### config.mk
export PLATFORM = sky130hd
export DESIGN_NAME = pin_driver
export DESIGN_NICKNAME = d
export VERILOG_FILES = /design/src/rtl/pin_driver.sv
export SDC_FILE = /design/constraint.sdc
export NUM_CORES = 1
export LEC_CHECK = 0
export ABC_AREA = 0
export CAP_MARGIN = 20
export CORE_MARGIN = 5
export CORE_UTILIZATION = 28
export DETAILED_ROUTE_END_ITERATION = 6
export PLACE_DENSITY_LB_ADDON = 0.2
export REMOVE_ABC_BUFFERS = 1
export SLEW_MARGIN = 20
export SYNTH_ARGS = -nofsm -noshare
export SYNTH_HDL_FRONTEND = slang
export SYNTH_SLANG_ARGS = --single-unit
### constraint.sdc
create_clock -name clk -period 1.67 [get_ports clk]
set_clock_uncertainty 0.15 [all_clocks]
set_input_delay 0.501 -clock clk [delete_from_list [all_inputs] [get_ports clk]]
set_output_delay 0.501 -clock clk [all_outputs]
set_load 0.01 [all_outputs]
### src/rtl/pin_driver.sv
// rtl/pin_driver.sv - GPIO/cartridge pin output driver with dead time, hold window and minimum pulse width
module pin_driver #(
    parameter int DEAD_CYC  = 2,
    parameter int HOLD_CYC  = 1,
    parameter int MIN_PULSE = 2
) (
    input  logic clk,
    input  logic reset_n,
    input  logic ena,
    input  logic drive_req,
    input  logic din,
    output logic pin_out,
    output logic pin_oe,
    output logic busy,
    output logic pos_edge,
    output logic neg_edge
);

    typedef enum logic [2:0] {
        S_HIZ,
        S_TURNON,
        S_DRIVE,
        S_HOLD,
        S_TURNOFF
    } state_t;

    localparam logic [3:0] DEAD_LAST  = 4'(DEAD_CYC - 1);
    localparam logic [3:0] HOLD_LAST  = 4'(HOLD_CYC - 1);
    localparam logic [3:0] PULSE_LAST = 4'(MIN_PULSE - 1);

    state_t     state;
    state_t     state_nxt;
    logic [3:0] tick_cnt;
    logic [3:0] tick_nxt;
    logic [3:0] pulse_cnt;
    logic [3:0] pulse_nxt;
    logic [3:0] pulse_sat;
    logic       out_nxt;
    logic       oe_nxt;

    assign pulse_sat = (pulse_cnt == 4'hF) ? 4'hF : pulse_cnt + 4'd1;

    always_ff @(posedge clk or negedge reset_n) begin
        if (!reset_n) begin
            state     <= S_HIZ;
            tick_cnt  <= 4'd0;
            pulse_cnt <= 4'd0;
            pin_out   <= 1'b1;
            pin_oe    <= 1'b0;
            pos_edge  <= 1'b0;
            neg_edge  <= 1'b0;
        end else begin
            state     <= state_nxt;
            tick_cnt  <= tick_nxt;
            pulse_cnt <= pulse_nxt;
            pin_out   <= out_nxt;
            pin_oe    <= oe_nxt;
            // Only level changes seen while the pad is driven on both sides count as edges
            pos_edge  <= pin_oe & oe_nxt & ~pin_out & out_nxt;
            neg_edge  <= pin_oe & oe_nxt & pin_out & ~out_nxt;
        end
    end

    always_comb begin
        state_nxt = state;
        tick_nxt  = tick_cnt;
        pulse_nxt = pulse_cnt;
        out_nxt   = pin_out;
        if (ena) begin
            case (state)
                S_HIZ: begin
                    if (drive_req) begin
                        out_nxt   = din;
                        tick_nxt  = 4'd0;
                        state_nxt = S_TURNON;
                    end
                end
                S_TURNON: begin
                    out_nxt = din;
                    if (!drive_req) begin
                        state_nxt = S_HIZ;
                    end else if (tick_cnt == DEAD_LAST) begin
                        state_nxt = S_DRIVE;
                        pulse_nxt = 4'd0;
                    end else begin
                        tick_nxt = tick_cnt + 4'd1;
                    end
                end
                S_DRIVE: begin
                    if (!drive_req) begin
                        pulse_nxt = pulse_sat;
                        tick_nxt  = 4'd0;
                        state_nxt = (HOLD_CYC == 0) ? S_TURNOFF : S_HOLD;
                    end else if ((din != pin_out) && (pulse_cnt >= PULSE_LAST)) begin
                        out_nxt   = din;
                        pulse_nxt = 4'd0;
                    end else begin
                        pulse_nxt = pulse_sat;
                    end
                end
                S_HOLD: begin
                    pulse_nxt = pulse_sat;
                    if (drive_req) begin
                        state_nxt = S_DRIVE;
                        tick_nxt  = 4'd0;
                    end else if (tick_cnt == HOLD_LAST) begin
                        state_nxt = S_TURNOFF;
                        tick_nxt  = 4'd0;
                    end else begin
                        tick_nxt = tick_cnt + 4'd1;
                    end
                end
                S_TURNOFF: begin
                    if (tick_cnt == DEAD_LAST) begin
                        state_nxt = S_HIZ;
                        tick_nxt  = 4'd0;
                    end else begin
                        tick_nxt = tick_cnt + 4'd1;
                    end
                end
                default: begin
                    state_nxt = S_HIZ;
                end
            endcase
        end
        oe_nxt = (state_nxt == S_DRIVE) || (state_nxt == S_HOLD);
    end

    assign busy = (state == S_TURNON) || (state == S_HOLD) || (state == S_TURNOFF);

endmodule
Yosys cells after proc, flatten, opt, wreduce, memory -nomap -nowiden
Index checks and enable logic that the tools add are counted.
- bitwise operators: 7
- $add $sub $neg: 2
- $lt $le $gt $ge: 1
- equal/unequal tests: 14
- mux-type cells: 28
- reductions and logical operators: 10
- operators with widths (cell ; count):
    4-bit two-way mux ; 12
    3-bit two-way mux ; 8
    4-bit one-hot mux with 5 select lines ; 1
    3-bit one-hot mux with 5 select lines ; 1
    3-bit by 2-bit == test with 1-bit output, second input constant ; 4
    4-bit one-hot mux with 3 select lines ; 1
    2-bit != test, second input constant ; 5
    4-bit by 1-bit adder with 4-bit output, second input constant ; 2
    6-bit AND reduction ; 1
    1-bit bitwise AND ; 5
    5-bit nonzero test ; 1
    4-bit by 1-bit == test with 1-bit output, second input constant ; 1
    4-bit == test, second input constant ; 1
    4-bit by 1-bit >= comparator with 1-bit output, second input constant ; 1
    4-bit zero test ; 1
    1-bit two-way mux ; 4
    4-bit AND reduction ; 1
    3-bit by 1-bit == test with 1-bit output, second input constant ; 1
    3-bit == test, second input constant ; 1
    3-bit zero test ; 1
    1-bit logical OR ; 3
    1-bit one-hot mux with 3 select lines ; 1
    3-bit nonzero test ; 1
    1-bit inverter ; 2
    2 further kinds ; 2
- bits in registers: 15
- output and inout port bits: 5
- input port bits: 5

Logic depth before layout (Yosys ltp)
- depth after elaboration: 10
- mapped depth: 7
- mapped depth without buffers: 7

Least setup slack after synthesis
OpenSTA, ideal clock, no wires.
- kind: reg-to-reg
- start: reg tick_cnt[1]
- end: reg tick_cnt[3]
- cell stages (with the launch flop): 8
- path slack: -54 ps
- buffers on the path: 0
- clock period less this slack: 1724 ps
- arrival time: 1446 ps
- cell sequence: dfrtp_1 -> inv_1 -> ha_1 -> nor3b_2 -> o22ai_1 -> or2_2 -> a21oi_1 -> o22ai_2
- cells in the longest elaborated chain, start to end: 4
- elaborated cells between the ends (all ways): 11
- those cells by class: 1 x add/sub; 2 x eq/ne; 6 x mux; 2 x reduce/logical
- ends and longest elaborated chain (item ; RTL line ; text):
    start, declared ; 33 ; logic [3:0] tick_cnt;
    start signal, assigned ; 54 ; tick_cnt <= tick_nxt;
    4-bit by 1-bit adder with 4-bit output / 4-bit zero test (equally long branches) ; - ;
    4-bit two-way mux, on equally long branches ; 106, 82 ;
    4-bit two-way mux, on equally long branches ; 103, 80 ;
    4-bit one-hot mux with 5 select lines ; 70 ; case (state)
Several ways; a longest one is shown, not always the timed one. The select of a mux whose other input is x is not followed.
A chain may end at the register's enable or synchronous reset.

==> parameters.txt <==
Parameter                              Value

Clock network
  Clock transition at the register clock pins on the worst setup and hold paths after CTS    110 ps
  Number of CTS-inserted buffers    3
  Max clock buf depth    2
  Number of hold buffers added after cts    0
  Later-pin clock latency in the skew report    290 ps
  Htree depth    1
  Clock Sinks    15
  CTS tree    done
  CTS Root Cell    sky130_fd_sc_hd__clkbuf_4

Timing
  Hold Fails Final Rpt    0
  RSZ-0062 raised after global routing    yes
  Worst slew margin relative to its limit    77.6%
  Final max-slew violation count    0
  Tightest Pin Transition    332 ps
  Final worst-path setup slack    -243 ps
  Maximum clock frequency    523 MHz
  Final setup vio count    10
  Period minus WS final    1910 ps
  Final critical-path share of the clock period    115%

Logic synthesis
  Unique cell type count in the Yosys netlist    37
  Yosys Warn Count    0
  Yosys reg bits    15
  Instance count of the mapped netlist    106
  Syn avg cell area    9.32 sq um
  Proportion of synthesized chip area in sequential cells    38.1%
  Total standard cell area after synthesis    988 sq um

Power and ir drop
  Final total power    2.45 mW
  Leakage    0.718 nW
  VDD IR max    676 uV
  Total power density per cell area    1560 mW/mm^2

Cells and area
  Number of nets in the finished design    166
  Commonest cells after routing, fill and taps aside    sky130_fd_sc_hd__buf_4, sky130_fd_sc_hd__dfrtp_1, sky130_fd_sc_hd__nand2_1, sky130_fd_sc_hd__inv_1
  Proportion of layout cells with a drive suffix above 1    51.3%
  Fillers    328
  Most common library cell in the layout ignoring fill and taps    sky130_fd_sc_hd__buf_4
  Number of cells in the finished layout apart from fillers    200
  Area delta synth->final    59.2%
  Antenna diodes    0

Routing
  Number of vias after detailed routing    930
  Post-route DRC    0
  Detailed router's first-iteration violation count    33
  Met3 wire length    44 um
  Post-route met1 wirelength    1060 um
  First-pass iteration count of the detailed router    6
  Routed wl met2    1200 um
  Mean number of vias per cell    4.65
  Routed wire length per instance    11.7 um
  Number of nets with antenna violations after detailed routing    0
  Total wire length after detailed routing    2340 um
  Uppermost layer routed    met4

Hold path
  Hold Crit Class    input port to async pin

Setup path
  Req. time, crit path    1020 ps
  RR Startpoint    tick_cnt[1]
  Peak fanout along the critical path    2
  Critical Path Source Type    register
  Arrival time of the worst setup path    1260 ps
  Critical path endpoint category    output port
  CP Class    register to output port

Floorplan
  I/O pin cnt    10
  Std-Cell Rows    21
  Initial Util    29.2%
  Height of the die    69.4 um
  Die outline area    0.00482 sq mm
  Placeable core region    0.00339 sq mm
  Die W    69.4 um

Placed design
  Final weighted congestion in routability-driven placement    0.780
  Detailed-placement wirelength estimate    1660 um
  I/O Buffers    9
  Post-placement cell count    182

Status
  Status    finished, violations left
  Violated checks    setup timing

Global route
  Global-route wire length before repair    3930 um
  Via count of the first global-routing pass    908
  Number of antenna violations at the first check in global routing    0
  Largest net degree at the start of global routing    16
  Tot GR Track Use    9.88%
  GRT overflow    0

Job
  Max-cap check violation count    0
## repair_timing
| action | in CTS | in global routing |
|---|---|---|
| endpoints found under the hold margin | 0 | 0 |
| gates resized for setup | 28 | 25 |
| setup endpoints to repair | 17 | 15 |
| buffers inserted | 7 | 7 |
| pin swaps | 8 | 16 |
| gates cloned | 0 | 0 |
## cell type report
class | count | area (sq um) | area share (%)
sequential | 15 | 377 | 23.9
clock inverter | 1 | 7.51 | 0.477
clock buffer | 3 | 22.5 | 1.43
tap | 46 | 57.6 | 3.66
timing repair buffer | 46 | 365 | 23.2
multi-input combinational | 78 | 703 | 44.7
inverter | 11 | 41.3 | 2.62
## metrics by stage
step	TNS, ps	hold WS (ps)	cell area, sq um	worst slack [ps]	utilization [%]
final	-886	359	1570	-243	46.4
after global routing	-1910	385	1570	-296	46.4
after CTS	-732	352	1410	-278	41.6
after detailed placement	-6600	389	1300	-520	38.4
after global placement	-6360	383	1300	-487	38.4
after floorplan	-150	55.4	980	-61.1	-
## cell families after synthesis
logic type / synth area share [%]
AND/OR/NAND/NOR: 27.8
AO/OA/AOI/OAI: 20.5
flip-flops: 38.1
buffers and inverters: 5.06
adder cells (fa/ha/maj): 7.59
XOR/XNOR: 0.886
## synthesized netlist by cell type
master	number	area share (%)
sky130_fd_sc_hd__or2_2	1	0.63
sky130_fd_sc_hd__ha_1	6	7.6
sky130_fd_sc_hd__a21o_2	1	0.89
sky130_fd_sc_hd__buf_1	1	0.38
sky130_fd_sc_hd__nor2b_1	1	0.63
sky130_fd_sc_hd__o22ai_1	2	1.3
sky130_fd_sc_hd__nand2b_1	5	3.2
sky130_fd_sc_hd__and2b_2	1	0.89
sky130_fd_sc_hd__nor3b_2	2	2.5
sky130_fd_sc_hd__nor3_1	2	1.0
sky130_fd_sc_hd__a22o_1	1	0.89
sky130_fd_sc_hd__o211ai_4	1	2.2
sky130_fd_sc_hd__dfrtp_1	14	35
sky130_fd_sc_hd__nand2_1	11	4.2
sky130_fd_sc_hd__buf_2	1	0.51
sky130_fd_sc_hd__nor2_2	1	0.63
sky130_fd_sc_hd__a21oi_2	1	0.89
sky130_fd_sc_hd__o311a_1	1	1.0
sky130_fd_sc_hd__dfstp_2	1	2.7
sky130_fd_sc_hd__nor4b_1	1	0.89
sky130_fd_sc_hd__o22ai_2	1	1.3
sky130_fd_sc_hd__a32o_1	1	1.0
sky130_fd_sc_hd__o21ai_1	5	2.5
sky130_fd_sc_hd__inv_1	11	4.2
sky130_fd_sc_hd__nand3_1	5	2.5
sky130_fd_sc_hd__a21oi_1	6	3.0
sky130_fd_sc_hd__o21ai_0	5	2.5
sky130_fd_sc_hd__or2_1	1	0.63
sky130_fd_sc_hd__and3b_1	1	0.89
sky130_fd_sc_hd__a22oi_1	1	0.76
sky130_fd_sc_hd__o31ai_1	3	2.3
sky130_fd_sc_hd__nor2_1	4	1.5
sky130_fd_sc_hd__and4bb_1	2	2.5
sky130_fd_sc_hd__nand2b_4	2	2.8
sky130_fd_sc_hd__xnor2_1	1	0.89
sky130_fd_sc_hd__or3b_1	1	0.89
sky130_fd_sc_hd__nor4b_2	1	1.5
## critical path, stage by stage, from the launching register on
cell and delay, ps:
sky130_fd_sc_hd__dfrtp_1 390, sky130_fd_sc_hd__or3b_4 410, sky130_fd_sc_hd__nand2_2 70, sky130_fd_sc_hd__buf_6 100
## routing by layer
layer / vias to the layer above / GRT usage, %
met1: 448 / 12.4
met2: 6 / 16.2
met5: - / 0
met4: 0 / 4.56
met3: 4 / 1.88
li1: 472 / -
## final timing paths
kind	to	slack (ps)	cells after the start
min reg2reg	neg_edge	400	2
min	pulse_cnt[0]	360	2
max in group asynchronous	pin_out	770	2
max	busy	-240	3
max reg2reg	pos_edge	-120	7
min in group clk	neg_edge	400	2
## flip-flops by register name (all words and copies together), names as in the netlist, named ones only
register   count
pin_oe         1
neg_edge       1
state          2
tick_cnt       4
pulse_cnt      4
pin_out        1
pos_edge       1
## power by group
part,internal (mW),switching [mW]
Sequential,0.484,0.0845
Clock,0.0910,0.130
Combinational,0.928,0.735
No activity file was read; power rests on OpenSTA's default activity.
